$ cat src/rtl/lsu_pkg.sv
`default_nettype none
// ============================================================================
// Module      : lsu_pkg
// Description : Shared definitions for the load/store memory controller.
//               It holds the RV32I funct3 width codes, the controller state
//               encoding, and a helper that returns which address bits must
//               be zero for a given access width.
// Revision    : 1.0  initial release
// ============================================================================
package lsu_pkg;

   // RV32I load width codes
   localparam logic [2:0] c_f3_lb  = 3'b000;
   localparam logic [2:0] c_f3_lh  = 3'b001;
   localparam logic [2:0] c_f3_lw  = 3'b010;
   localparam logic [2:0] c_f3_lbu = 3'b100;
   localparam logic [2:0] c_f3_lhu = 3'b101;

   // RV32I store width codes
   localparam logic [2:0] c_f3_sb  = 3'b000;
   localparam logic [2:0] c_f3_sh  = 3'b001;
   localparam logic [2:0] c_f3_sw  = 3'b010;

   typedef enum logic [1:0] {
      ST_IDLE = 2'd0,
      ST_REQ  = 2'd1,
      ST_WAIT = 2'd2,
      ST_RSP  = 2'd3
   } lsu_state_t;

   // Address bits that must be zero for a naturally aligned access.
   // funct3[1:0] carries the size for both loads and stores; the unsigned
   // bit (funct3[2]) does not change the size.
   function automatic logic [1:0] f3_lo_mask(input logic [2:0] f3);
      logic [1:0] mask;
      case (f3[1:0])
         c_f3_sb[1:0]: mask = 2'b00;
         c_f3_sh[1:0]: mask = 2'b01;
         default:      mask = 2'b11;
      endcase
      return mask;
   endfunction

endpackage : lsu_pkg
`default_nettype wire

$ cat src/rtl/lsu_mem_ctrl_store_align.sv
`default_nettype none
// ============================================================================
// Module      : store_align
// Description : Combinational byte-lane steering for stores. Produces the
//               byte write strobes, the lane-replicated write data and the
//               misalignment flag for an access.
// Ports       : funct3   in  3   access width code
//               addr_lo  in  2   byte offset inside the word
//               rs2      in  32  store source register
//               is_store in  1   1 = store; loads get zero strobes/data
//               wstrb    out 4   byte-lane write enables
//               wdata    out 32  replicated store data
//               misalign out 1   access crosses its natural alignment
// Revision    : 1.0  initial release
// ============================================================================
module store_align
   import lsu_pkg::*;
(
   input  logic [2:0]  funct3,
   input  logic [1:0]  addr_lo,
   input  logic [31:0] rs2,
   input  logic        is_store,
   output logic [3:0]  wstrb,
   output logic [31:0] wdata,
   output logic        misalign
);

   always_comb begin
      wstrb = 4'b0000;
      wdata = 32'h0000_0000;
      if (is_store) begin
         case (funct3[1:0])
            c_f3_sb[1:0]: begin
               wstrb = 4'b0001 << addr_lo;
               wdata = {4{rs2[7:0]}};
            end
            c_f3_sh[1:0]: begin
               wstrb = addr_lo[1] ? 4'b1100 : 4'b0011;
               wdata = {2{rs2[15:0]}};
            end
            default: begin
               wstrb = 4'b1111;
               wdata = rs2;
            end
         endcase
      end
   end

   assign misalign = |(addr_lo & f3_lo_mask(funct3));

endmodule : store_align
`default_nettype wire

$ cat src/rtl/lsu_mem_ctrl.sv
`default_nettype none
// ============================================================================
// Module      : lsu_mem_ctrl
// Description : Load/store controller between the MEM stage and the data
//               memory port. Accepts one access per handshake, drives a
//               held request until grant, waits for read data on loads and
//               returns a one-cycle completion pulse carrying the raw word.
//               Accesses that never complete are aborted with bus_err.
// Parameters  : TIMEOUT_CYCLES  cycles spent in REQ+WAIT before abort
// Ports       : clk, rst_n (async active-low)
//               req_*  request from the MEM stage, req_ready high in IDLE
//               dm_*   data memory request / grant / read-data port
//               rsp_*  completion pulse, read word, funct3, addr[1:0], type
//               misalign, bus_err  status qualified by rsp_valid
//               stall  pipeline hold while an access is in flight
// Revision    : 1.0  initial release
// ============================================================================
module lsu_mem_ctrl
   import lsu_pkg::*;
#(
   parameter int TIMEOUT_CYCLES = 255
)(
   input  logic        clk,
   input  logic        rst_n,
   input  logic        req_valid,
   output logic        req_ready,
   input  logic        req_mem_read,
   input  logic        req_mem_write,
   input  logic [2:0]  req_funct3,
   input  logic [31:0] req_addr,
   input  logic [31:0] req_wdata,
   output logic        dm_req,
   output logic        dm_we,
   output logic [31:0] dm_addr,
   output logic [3:0]  dm_wstrb,
   output logic [31:0] dm_wdata,
   input  logic        dm_gnt,
   input  logic        dm_rvalid,
   input  logic [31:0] dm_rdata,
   output logic        rsp_valid,
   output logic [31:0] rsp_rdata,
   output logic [2:0]  rsp_funct3,
   output logic [1:0]  rsp_addr_lo,
   output logic        rsp_mem_read,
   output logic        misalign,
   output logic        bus_err,
   output logic        stall
);

   // Counter is at least 8 bits and wide enough to hold TIMEOUT_CYCLES:
   // a load granted on the last allowed cycle spends one more WAIT cycle
   // before it can be aborted, so the count may reach TIMEOUT_CYCLES.
   localparam int c_cnt_raw = $clog2(TIMEOUT_CYCLES + 1);
   localparam int c_cnt_w   = (c_cnt_raw > 8) ? c_cnt_raw : 8;
   localparam logic [c_cnt_w-1:0] c_cnt_last = c_cnt_w'(TIMEOUT_CYCLES - 1);

   lsu_state_t         r_state;
   logic [c_cnt_w-1:0] r_cnt;

   logic               w_accept;
   logic               w_is_load;
   logic               w_is_store;
   logic               w_misalign;
   logic               w_timeout;
   logic [3:0]         w_wstrb;
   logic [31:0]        w_wdata;

   // Both read and write set is treated as a load.
   assign w_is_load  = req_mem_read;
   assign w_is_store = ~req_mem_read;
   assign w_accept   = (r_state == ST_IDLE) && req_valid && (req_mem_read || req_mem_write);
   assign w_timeout  = (r_cnt >= c_cnt_last);

   assign req_ready  = (r_state == ST_IDLE);
   assign stall      = (r_state != ST_IDLE);

   store_align u_store_align (
      .funct3   (req_funct3),
      .addr_lo  (req_addr[1:0]),
      .rs2      (req_wdata),
      .is_store (w_is_store),
      .wstrb    (w_wstrb),
      .wdata    (w_wdata),
      .misalign (w_misalign)
   );

   always_ff @(posedge clk or negedge rst_n) begin
      if (!rst_n) begin
         r_state      <= ST_IDLE;
         r_cnt        <= '0;
         dm_req       <= 1'b0;
         dm_we        <= 1'b0;
         dm_addr      <= 32'h0;
         dm_wstrb     <= 4'b0000;
         dm_wdata     <= 32'h0;
         rsp_valid    <= 1'b0;
         rsp_rdata    <= 32'h0;
         rsp_funct3   <= 3'b000;
         rsp_addr_lo  <= 2'b00;
         rsp_mem_read <= 1'b0;
         misalign     <= 1'b0;
         bus_err      <= 1'b0;
      end else begin
         rsp_valid <= 1'b0;
         case (r_state)
            ST_IDLE: begin
               if (w_accept) begin
                  r_cnt        <= '0;
                  rsp_funct3   <= req_funct3;
                  rsp_addr_lo  <= req_addr[1:0];
                  rsp_mem_read <= w_is_load;
                  rsp_rdata    <= 32'h0;
                  misalign     <= w_misalign;
                  bus_err      <= 1'b0;
                  dm_addr      <= {req_addr[31:2], 2'b00};
                  dm_we        <= w_is_store;
                  dm_wstrb     <= w_wstrb;
                  dm_wdata     <= w_wdata;
                  if (w_misalign) begin
                     // No memory traffic: report straight away.
                     r_state   <= ST_RSP;
                     rsp_valid <= 1'b1;
                  end else begin
                     r_state <= ST_REQ;
                     dm_req  <= 1'b1;
                  end
               end
            end

            ST_REQ: begin
               r_cnt <= r_cnt + 1'b1;
               // A grant on the final cycle still wins: memory has taken it.
               if (dm_gnt) begin
                  dm_req <= 1'b0;
                  if (rsp_mem_read) begin
                     r_state <= ST_WAIT;
                  end else begin
                     r_state   <= ST_RSP;
                     rsp_valid <= 1'b1;
                  end
               end else if (w_timeout) begin
                  dm_req    <= 1'b0;
                  bus_err   <= 1'b1;
                  r_state   <= ST_RSP;
                  rsp_valid <= 1'b1;
               end
            end

            ST_WAIT: begin
               r_cnt <= r_cnt + 1'b1;
               if (dm_rvalid) begin
                  rsp_rdata <= dm_rdata;
                  r_state   <= ST_RSP;
                  rsp_valid <= 1'b1;
               end else if (w_timeout) begin
                  bus_err   <= 1'b1;
                  r_state   <= ST_RSP;
                  rsp_valid <= 1'b1;
               end
            end

            ST_RSP: begin
               r_state <= ST_IDLE;
            end

            default: begin
               r_state <= ST_IDLE;
               dm_req  <= 1'b0;
            end
         endcase
      end
   end

endmodule : lsu_mem_ctrl
`default_nettype wire
$ cat config.mk
export PLATFORM = sky130hd
export DESIGN_NAME = lsu_mem_ctrl
export DESIGN_NICKNAME = d
export VERILOG_FILES = /design/src/rtl/lsu_pkg.sv /design/src/rtl/lsu_mem_ctrl_store_align.sv /design/src/rtl/lsu_mem_ctrl.sv
export SDC_FILE = /design/constraint.sdc
export NUM_CORES = 1
export LEC_CHECK = 0
export ABC_AREA = 1
export BUFFER_PORTS_ARGS = -buffer_cell sky130_fd_sc_hd__buf_4
export CORE_ASPECT_RATIO = 1.2
export CORE_MARGIN = 4
export CORE_UTILIZATION = 53
export CTS_CLUSTER_SIZE = 25
export DETAILED_ROUTE_END_ITERATION = 16
export PLACE_DENSITY = 0.83
export SETUP_SLACK_MARGIN = 0.05
export SLEW_MARGIN = 10
export SYNTH_ARGS = -nofsm -noshare
export SYNTH_HDL_FRONTEND = slang
export SYNTH_HIERARCHICAL = 1
export SYNTH_SLANG_ARGS = --single-unit
$ cat constraint.sdc
create_clock -name clk -period 3.5 [get_ports clk]
set_input_delay 0.35 -clock clk [delete_from_list [all_inputs] [get_ports clk]]
set_output_delay 0.35 -clock clk [all_outputs]
set_load 0.03 [all_outputs]
-- Word level (Yosys, flattened, before mapping)
Cells that the tools add are included.
- register bits: 119
- equal/unequal tests: 10
- order comparisons: 1
- shift operators: 1
- multiplexer cells: 35
- $add $sub $neg: 1
- bitwise gates (word level): 2
- reductions and logical operators: 17
- operators by type and width (cell ; count):
    $pmux W32 S2 ; 2
    $mux W32 ; 3
    $pmux W8 S2 ; 1
    $mux W1 ; 15
    $mux W2 ; 5
    $add A8 B1 Y8 const B ; 1
    $ge A8 B8 Y1 const B ; 1
    $mux W4 ; 2
    $mux W8 ; 1
    $ne A2 B2 Y1 const B ; 4
    $pmux W2 S4 ; 1
    $pmux W4 S2 ; 1
    $reduce_and A4 Y1 ; 2
    $reduce_bool A2 Y1 ; 4
    $pmux W1 S3 ; 2
    $eq A2 B1 Y1 const B ; 2
    $eq A2 B2 Y1 const B ; 2
    $logic_not A2 Y1 ; 2
    $pmux W2 S2 ; 1
    $reduce_and A2 Y1 ; 2
    $reduce_or A2 Y1 ; 2
    $shl A1 B2 Y4 const A ; 1
    $ne A3 B3 Y1 const B ; 1
    $reduce_and A3 Y1 ; 1
    other kinds (7) ; 8

-- Depth between registers and ports, before layout
Gate-level depths: netlist of run 1.
- word-level depth: 7
- gate-level depth with buffers: 11
- mapped depth without buffers: 10

-- By module
Netlist of run 1, hierarchy kept.
- by module, submodules not included (module ; cells each ; instances ; area each (µm²)):
    lsu_mem_ctrl ; 590 ; 1 ; 5154.9
    store_align ; 145 ; 1 ; 614.3

-- Worst setup path before layout of run 1
No wires, ideal clock.
- kind: reg-to-reg
- start point: register r_state[0]
- end point: register rsp_rdata[10]
- setup slack: 1490 ps
- clock period less this slack: 2010 ps
- required time: 3380 ps
- buffers on the path: 1
- arrival: 1889 ps
- cell stages (with the launch flop): 8
- path through: dfrtp_1 > inv_1 > ha_1 > inv_1 > o21a_4 > clkbuf_2 > o21ai_0 > nand2_1
- word-level cells in the longest chain between the ends: 5
- elaborated cells between the ends (all ways): 9
- ends and longest elaborated chain (what ; line ; text):
    from (decl) ; lsu_mem_ctrl.sv:57 ; lsu_state_t r_state;
    from (signal assigned) ; lsu_mem_ctrl.sv:89 ; r_state <= ST_IDLE;
    from (signal assigned) ; lsu_mem_ctrl.sv:121 ; r_state <= ST_RSP;
    from (signal assigned) ; lsu_mem_ctrl.sv:124 ; r_state <= ST_REQ;
    $logic_not A2 Y1 * ; -- ;
    named net req_ready ; lsu_mem_ctrl.sv:26 ; output logic req_ready,
    $logic_and A1 B1 Y1 (2 in series) ; lsu_mem_ctrl.sv:71 ; assign w_accept = (r_state == ST_IDLE) && req_valid && (req_mem_read || req_mem_write);
    $ne A2 B1 Y1 (no line) ; -- ;
    $reduce_and A3 Y1 (no line) ; -- ;
    to (signal assigned) ; lsu_mem_ctrl.sv:152 ; rsp_rdata <= dm_rdata;
    to (decl) ; lsu_mem_ctrl.sv:41 ; output logic [31:0] rsp_rdata,
Mark *: on every way through the listed nets, which the timed path passes. The rest lies on a longest branch.
A chain may end at the register's enable or synchronous reset.

-- Worst setup path after layout of run 1
- start point: register r_state[0]
- end point: register rsp_addr_lo[1]
- word-level cells in the longest chain between the ends: 4
- ends and longest elaborated chain (what ; line ; text):
    $logic_not A2 Y1 * ; lsu_mem_ctrl.sv:71, lsu_mem_ctrl.sv:105 ;
    $logic_and A1 B1 Y1 (2 in series) ; lsu_mem_ctrl.sv:71 ;
    $reduce_and A2 Y1 (no line) * ; -- ;
    to (signal assigned) ; lsu_mem_ctrl.sv:110 ; rsp_addr_lo <= req_addr[1:0];
    to (decl) ; lsu_mem_ctrl.sv:43 ; output logic [1:0] rsp_addr_lo,
Mark *: on every way between the ends. The rest lies on a longest branch, timed or not.

==> results of run 1 <==
worst reg2reg max path: cells and delay by family (launching register included):
family	cells	cell delay, ps
buf+inv	4	1050
fa+ha+maj	1	290
flops	1	440
simple gates	4	680
final timing paths:
path / end / start / slack [ps] / depth (start not counted)
setup / recovery: rsp_addr_lo[1] / r_state[0] / 940 / 9
hold / removal: rsp_rdata[6] / rst_n / 60 / 1
setup reg to reg: rsp_addr_lo[1] / r_state[0] / 940 / 9
hold reg to reg: dm_addr[14] / dm_addr[14] / 480 / 2
max in group asynchronous: r_cnt[2] / rst_n / 2500 / 2
min in group clk: rsp_funct3[2] / req_funct3[2] / 130 / 3
cells in the final DEF, fill, tap and decap left out, drive strengths merged, types with 5 or more instances in the layout:
| cell | n |
|---|---|
| buf | 222 |
| nor2 | 63 |
| nand3 | 51 |
| inv | 55 |
| nand2 | 328 |
| ha | 9 |
| clkbuf | 19 |
| dfrtp | 119 |
| a21oi | 5 |
| o21ai | 51 |
| clkinv | 7 |
power breakdown:
part           internal [W]  switching (W)  total, W
combinational       0.00116        0.00231   0.00347
clock              0.000945       0.000646   0.00159
sequential          0.00193       0.000349   0.00228
area by class of cell:
type / instances / area, um^2
multi-input combinational: 523 / 2300
tap: 129 / 161
sequential: 119 / 2980
timing repair buffer: 222 / 1670
inverter: 53 / 203
clock buffer: 19 / 453
clock inverter: 13 / 97.6
fill: 823 / 2710
per-stage QoR:
stage | hold WS (ps) | util (%) | setup WS [ps] | cell area, um^2
floorplan | 54.4 | - | 1490 | 5770
global placement | 463 | 69.2 | 968 | 7310
detailed placement | 466 | 69.2 | 954 | 7310
CTS | 81.0 | 74.4 | 931 | 7860
global route | 121 | 74.4 | 637 | 7860
finish | 55.4 | 74.4 | 941 | 7860
cell families after synthesis:
group,count (synthesis),share of synthesized area (%)
and+or+nand+nor,454,32.4
DFF,119,51.6
buffers and inverters,94,8.57
AOI/OAI and AO/OA,58,5.38
adders and majority gates,9,1.95
other,1,0.0650
flip-flops by register name, indices dropped and copies added, names as in the netlist:
signal	count
rsp_mem_read	1
rsp_addr_lo	2
rsp_funct3	3
dm_addr	30
r_state	2
dm_wstrb	4
rsp_rdata	32
dm_req	1
rsp_valid	1
dm_we	1
r_cnt	8
bus_err	1
misalign	1
dm_wdata	32
metal layers:
layer / share of wire, % / GRT usage (%) / vias to the layer above / wire, um
li1: - / - / 2670 / -
met1: 38 / 31.5 / 2529 / 6070
met2: 50 / 41.9 / 218 / 7880
met3: 9.8 / 9.38 / 26 / 1560
met4: 2.3 / 10.1 / 0 / 357
met5: 0 / 0 / - / 0
==> impl_metrics.ini, run 1 <==
[die]
die_area_um2 = 12600
die_y_um = 122
initial_core_util_pct = 54.6
placementRows = 41
die_w_um = 103
core-area_um2 = 10600
ios = 219

[placement]
numPortBuffers = 216
hpwl_um = 11400
placedCellCount = 1046
gp_congestion = 0.897

[detailed_routing]
finalWirelength_um = 15900
routedWlPerCell_um = 14.7
vias_per_cell = 5.05
firstDrtPassIters = 5
vias = 5443
ant_nets = 0
drt_iter0_drc = 250
drcViolationCount = 0

[setup_path]
path_common_cell = nand2_1
worst-path-max-fanout = 29
critPathMaxStageDelay_ps = 490
crit_required_ps = 3800
path_buf_inv = 4
cp-start-kind = flop
criticalPathCategory = flop to flop
path_cells = inv_1 > ha_1 > nand2_1 > inv_1 > nand2_2 > clkinv_2 > buf_4 > nand2_1 > nand2_1
cpLargestDelayFamily = buffers and inverters
crit_arrival_ps = 2860
crit_slowest_cell = clkinv_2
cp-end-kind = flop

[cts]
worst_skew_pair.late_latency_ps = 410
postCtsHoldBufs = 0
cts_buffers = 17
cts_tree = done
clk_pin_slew_ps = 60
clock-sinks = 119
cts_repair_resize_count = 0
clockBufferDepth = 2
cts-root-buf = clkbuf_16
cts_setup_buffers = 0
cts.htree.levels = 4

[grt]
gr-usage-all-layers_pct = 25.9
antenna_found_initial = 0
grt_pass1_wl_um = 25300
grt_overflow = 0
grt_max_degree = 70
grt_pass1_vias = 5312

[synthesis]
async_flop_share_pct = 100
yosysTopAreaCell = dfrtp_1
synth-edff-count = 0
ys_warn_count = 6
synth_ff_type = dfrtp_1
yosysUniqueCellTypes = 33
yosysSeqAreaShare_pct = 51.6
synthesis.area_um2 = 5770
synth.most_common_cell = nand2_1
syn_avg_cell_area_um2 = 7.85
yosys-top-cells-count = nand2_1, dfrtp_1, nor2_1, inv_1, o21ai_0
syn_inst = 735
synth_top_cell_area_share_pct = 51.6
synth_seq_cells = 119
synth_area_leaders = dfrtp_1, nand2_1, o21ai_0

[timing]
fin_crit_sh_pct = 73.1
slew_violations = 0
setup_viol = 0
rsz0062_at_grt = false
fin_setup_tns_ps = 0
worst_pin_slew_ps = 864
clock.fmax_ghz = 0.391
clock_skew_ps = 5.45
hold_violations = 0
fin_crit_ps = 2560
slew_headroom_pct = 42.4

[power_and_ir_drop]
p_leak_nw = 4.60
fin_total_pwr_w = 0.00734
peakVddDrop_mv = 0.536
power_density_nw_per_um2 = 934

[final_layout]
drive_above_1_share_pct = 29.0
antennaDiodeCount = 0
fin_cells = 1078
syn_to_final_growth_pct = 36.2
final_net_count = 1051

[run]
maxCapViolCount = 0

[outcome]
status = complete, no violations

[hold_path]
hp-class = primary input to async pin
Note: power is estimated with default switching activity, not from simulation.
==> run 2, diff against run 1 <==
CORE_UTILIZATION = 45   (was 53)
PLACE_DENSITY = 0.75   (was 0.83)
clock period = 2.17 ns   (was 3.5 ns; I/O delays follow)
==> run 2 against run 1 <==
Compared with the run above:
- global-route usage shrank 2.9 points
- register-to-register slack lost 680 ps
- core utilization shrank 8.9 points
- routed wire length grew 6.5%
- clock skew grew 3.9 ps
- first-iteration DRC count grew 56%
- clock power grew 77%
- fmax grew 34%
- worst hold slack lost 50 ps
- non-clock buffer count grew 31
- combinational power grew 65%
- critical endpoint is now rsp_rdata[10]
- largest cell class unchanged
==> impl_metrics.ini, run 2 (synthesized netlist as in run 1, its figures left out) <==
[outcome]
status = complete, no violations

[detailed_routing]
firstDrtPassIters = 5
ant_nets = 0
vias = 5516
routedWlPerCell_um = 14.8
drcViolationCount = 0
vias_per_cell = 4.82
drt_iter0_drc = 389
finalWirelength_um = 16900

[cts]
cts_tree = done
cts.htree.levels = 4
worst_skew_pair.late_latency_ps = 410
clockBufferDepth = 2
clk_pin_slew_ps = 60
cts_repair_resize_count = 0
cts_buffers = 17
cts_setup_buffers = 0
cts-root-buf = clkbuf_16
clock-sinks = 119

[die]
die_w_um = 111
core-area_um2 = 12600
die_area_um2 = 14700
placementRows = 45
ios = 219
die_y_um = 132
initial_core_util_pct = 45.7

[final_layout]
syn_to_final_growth_pct = 43.2
antennaDiodeCount = 0
final_common_cell = nand2_1
final_net_count = 1082
drive_above_1_share_pct = 28.9
fin_cells = 1144
postLayoutCellArea_um2 = 8260
reg.largest.list = dm_wdata (32), rsp_rdata (32), dm_addr (30)
final_cell_mix = nand2_1, buf_4, dfrtp_1, nor2_1

[placement]
placedCellCount = 1089
hpwl_um = 11600
gp_congestion = 0.805
place_ws_ps = 250
numPortBuffers = 216
place_area_um2 = 7440

[setup_path]
path_cells = inv_1 > ha_1 > buf_4 > inv_1 > o21a_4 > nor2_8 > nand3_1 > nand2_1
cp-start-kind = flop
crit_required_ps = 2520
path_common_cell = inv_1
crit_slowest_cell = nor2_8
criticalPathCategory = flop to flop
critPathMaxStageDelay_ps = 400
path_buf_inv = 3
cp-end-kind = flop
ff2ff_path_depth = 8
rr_endpoint = rsp_rdata[10]
cpLargestDelayFamily = simple AND/OR/NAND/NOR gates
crit_arrival_ps = 2260
r2r_setup_slack_ps = 260
rr_startpoint = r_state[0]
worst-path-max-fanout = 33

[timing]
fin_crit_sh_pct = 88.0
slew_violations = 0
fin_crit_ps = 1910
setup_viol = 0
clock.fmax_ghz = 0.523
slew_headroom_pct = 51.1
rsz0062_at_grt = false
setup_ws_ps = 260
worst_pin_slew_ps = 733
hold_violations = 0
fin_setup_tns_ps = 0
whs_ps = 5.10
clock_skew_ps = 9.31

[hold_path]
hp-class = primary input to flop
worst_hold_path.num_cells = 3
hold_start = req_addr[19]
worst_hold_path.endpoint = dm_addr[19]

[power_and_ir_drop]
power_density_nw_per_um2 = 1470
p_leak_nw = 4.77
peakVddDrop_mv = 0.955

[run]
maxCapViolCount = 0

[grt]
grt_pass1_wl_um = 27700
grt_max_degree = 72
gr-usage-all-layers_pct = 23.0
antenna_found_initial = 0
grt_pass1_vias = 5555
grt_overflow = 0
run 2: cell types whose count changed in the layout (fill, tap and decap cells not counted), sizes merged:
cell and delta:
clkinv -1, inv +3, bufinv +2, buf +8, dlygate4sd3 +23, clkbuf -2
clkinvlp -2
run 2: how the worst max path moves through the flow:
stage	from	end	depth (start not counted)
global route	r_state[0]	rsp_rdata[14]	8
CTS	r_state[0]	rsp_rdata[7]	8
floorplan	r_state[0]	rsp_rdata[10]	7
global placement	r_state[0]	rsp_rdata[6]	8
finish	r_state[0]	rsp_rdata[10]	8
detailed placement	r_state[0]	rsp_rdata[7]	8
run 2: final cells by class:
class	count	area, um^2
inverters	53	203
flip-flops and latches	119	2980
fillers	1121	4350
multi-input cells	523	2300
clock buffers	17	425
well taps	164	205
repair buffers	253	1980
clock inverters	15	166
run 2: per-layer routing:
layer	vias to the layer above	share of wire (%)	GRT usage [%]	wire, um
met5	-	0	0	0
met4	0	2.0	7.84	333
met3	25	8.1	6.84	1360
met2	206	50	38.8	8380
met1	2549	40	28.3	6810
li1	2736	-	-	-
run 2: power breakdown:
group / internal, W / switching (W)
Combinational: 0.00196 / 0.00375
Sequential: 0.00311 / 0.000538
Clock: 0.00171 / 0.00110
run 2: worst register-to-register path, cell delays in order (launching register included):
cell	delay, ps
dfrtp_1	380
inv_1	140
ha_1	190
buf_4	130
inv_1	70
o21a_4	310
nor2_8	410
nand3_1	140
nand2_1	90
run 2: through the flow:
step | total power (W) | utilization, %
2_1_floorplan | 0.00737 | -
3_3_place_gp | 0.00929 | 59.0
3_5_place_dp | 0.00938 | 59.0
4_1_cts | 0.0123 | 65.5
5_1_grt | 0.0129 | 65.5
6_report | 0.0122 | 65.5
run 2: timing repair:
| item | CTS | global route |
|---|---|---|
| setup endpoints to repair | 0 | 1 |
| hold buffers | 23 | 0 |
| endpoints found under the hold margin | 54 | 0 |
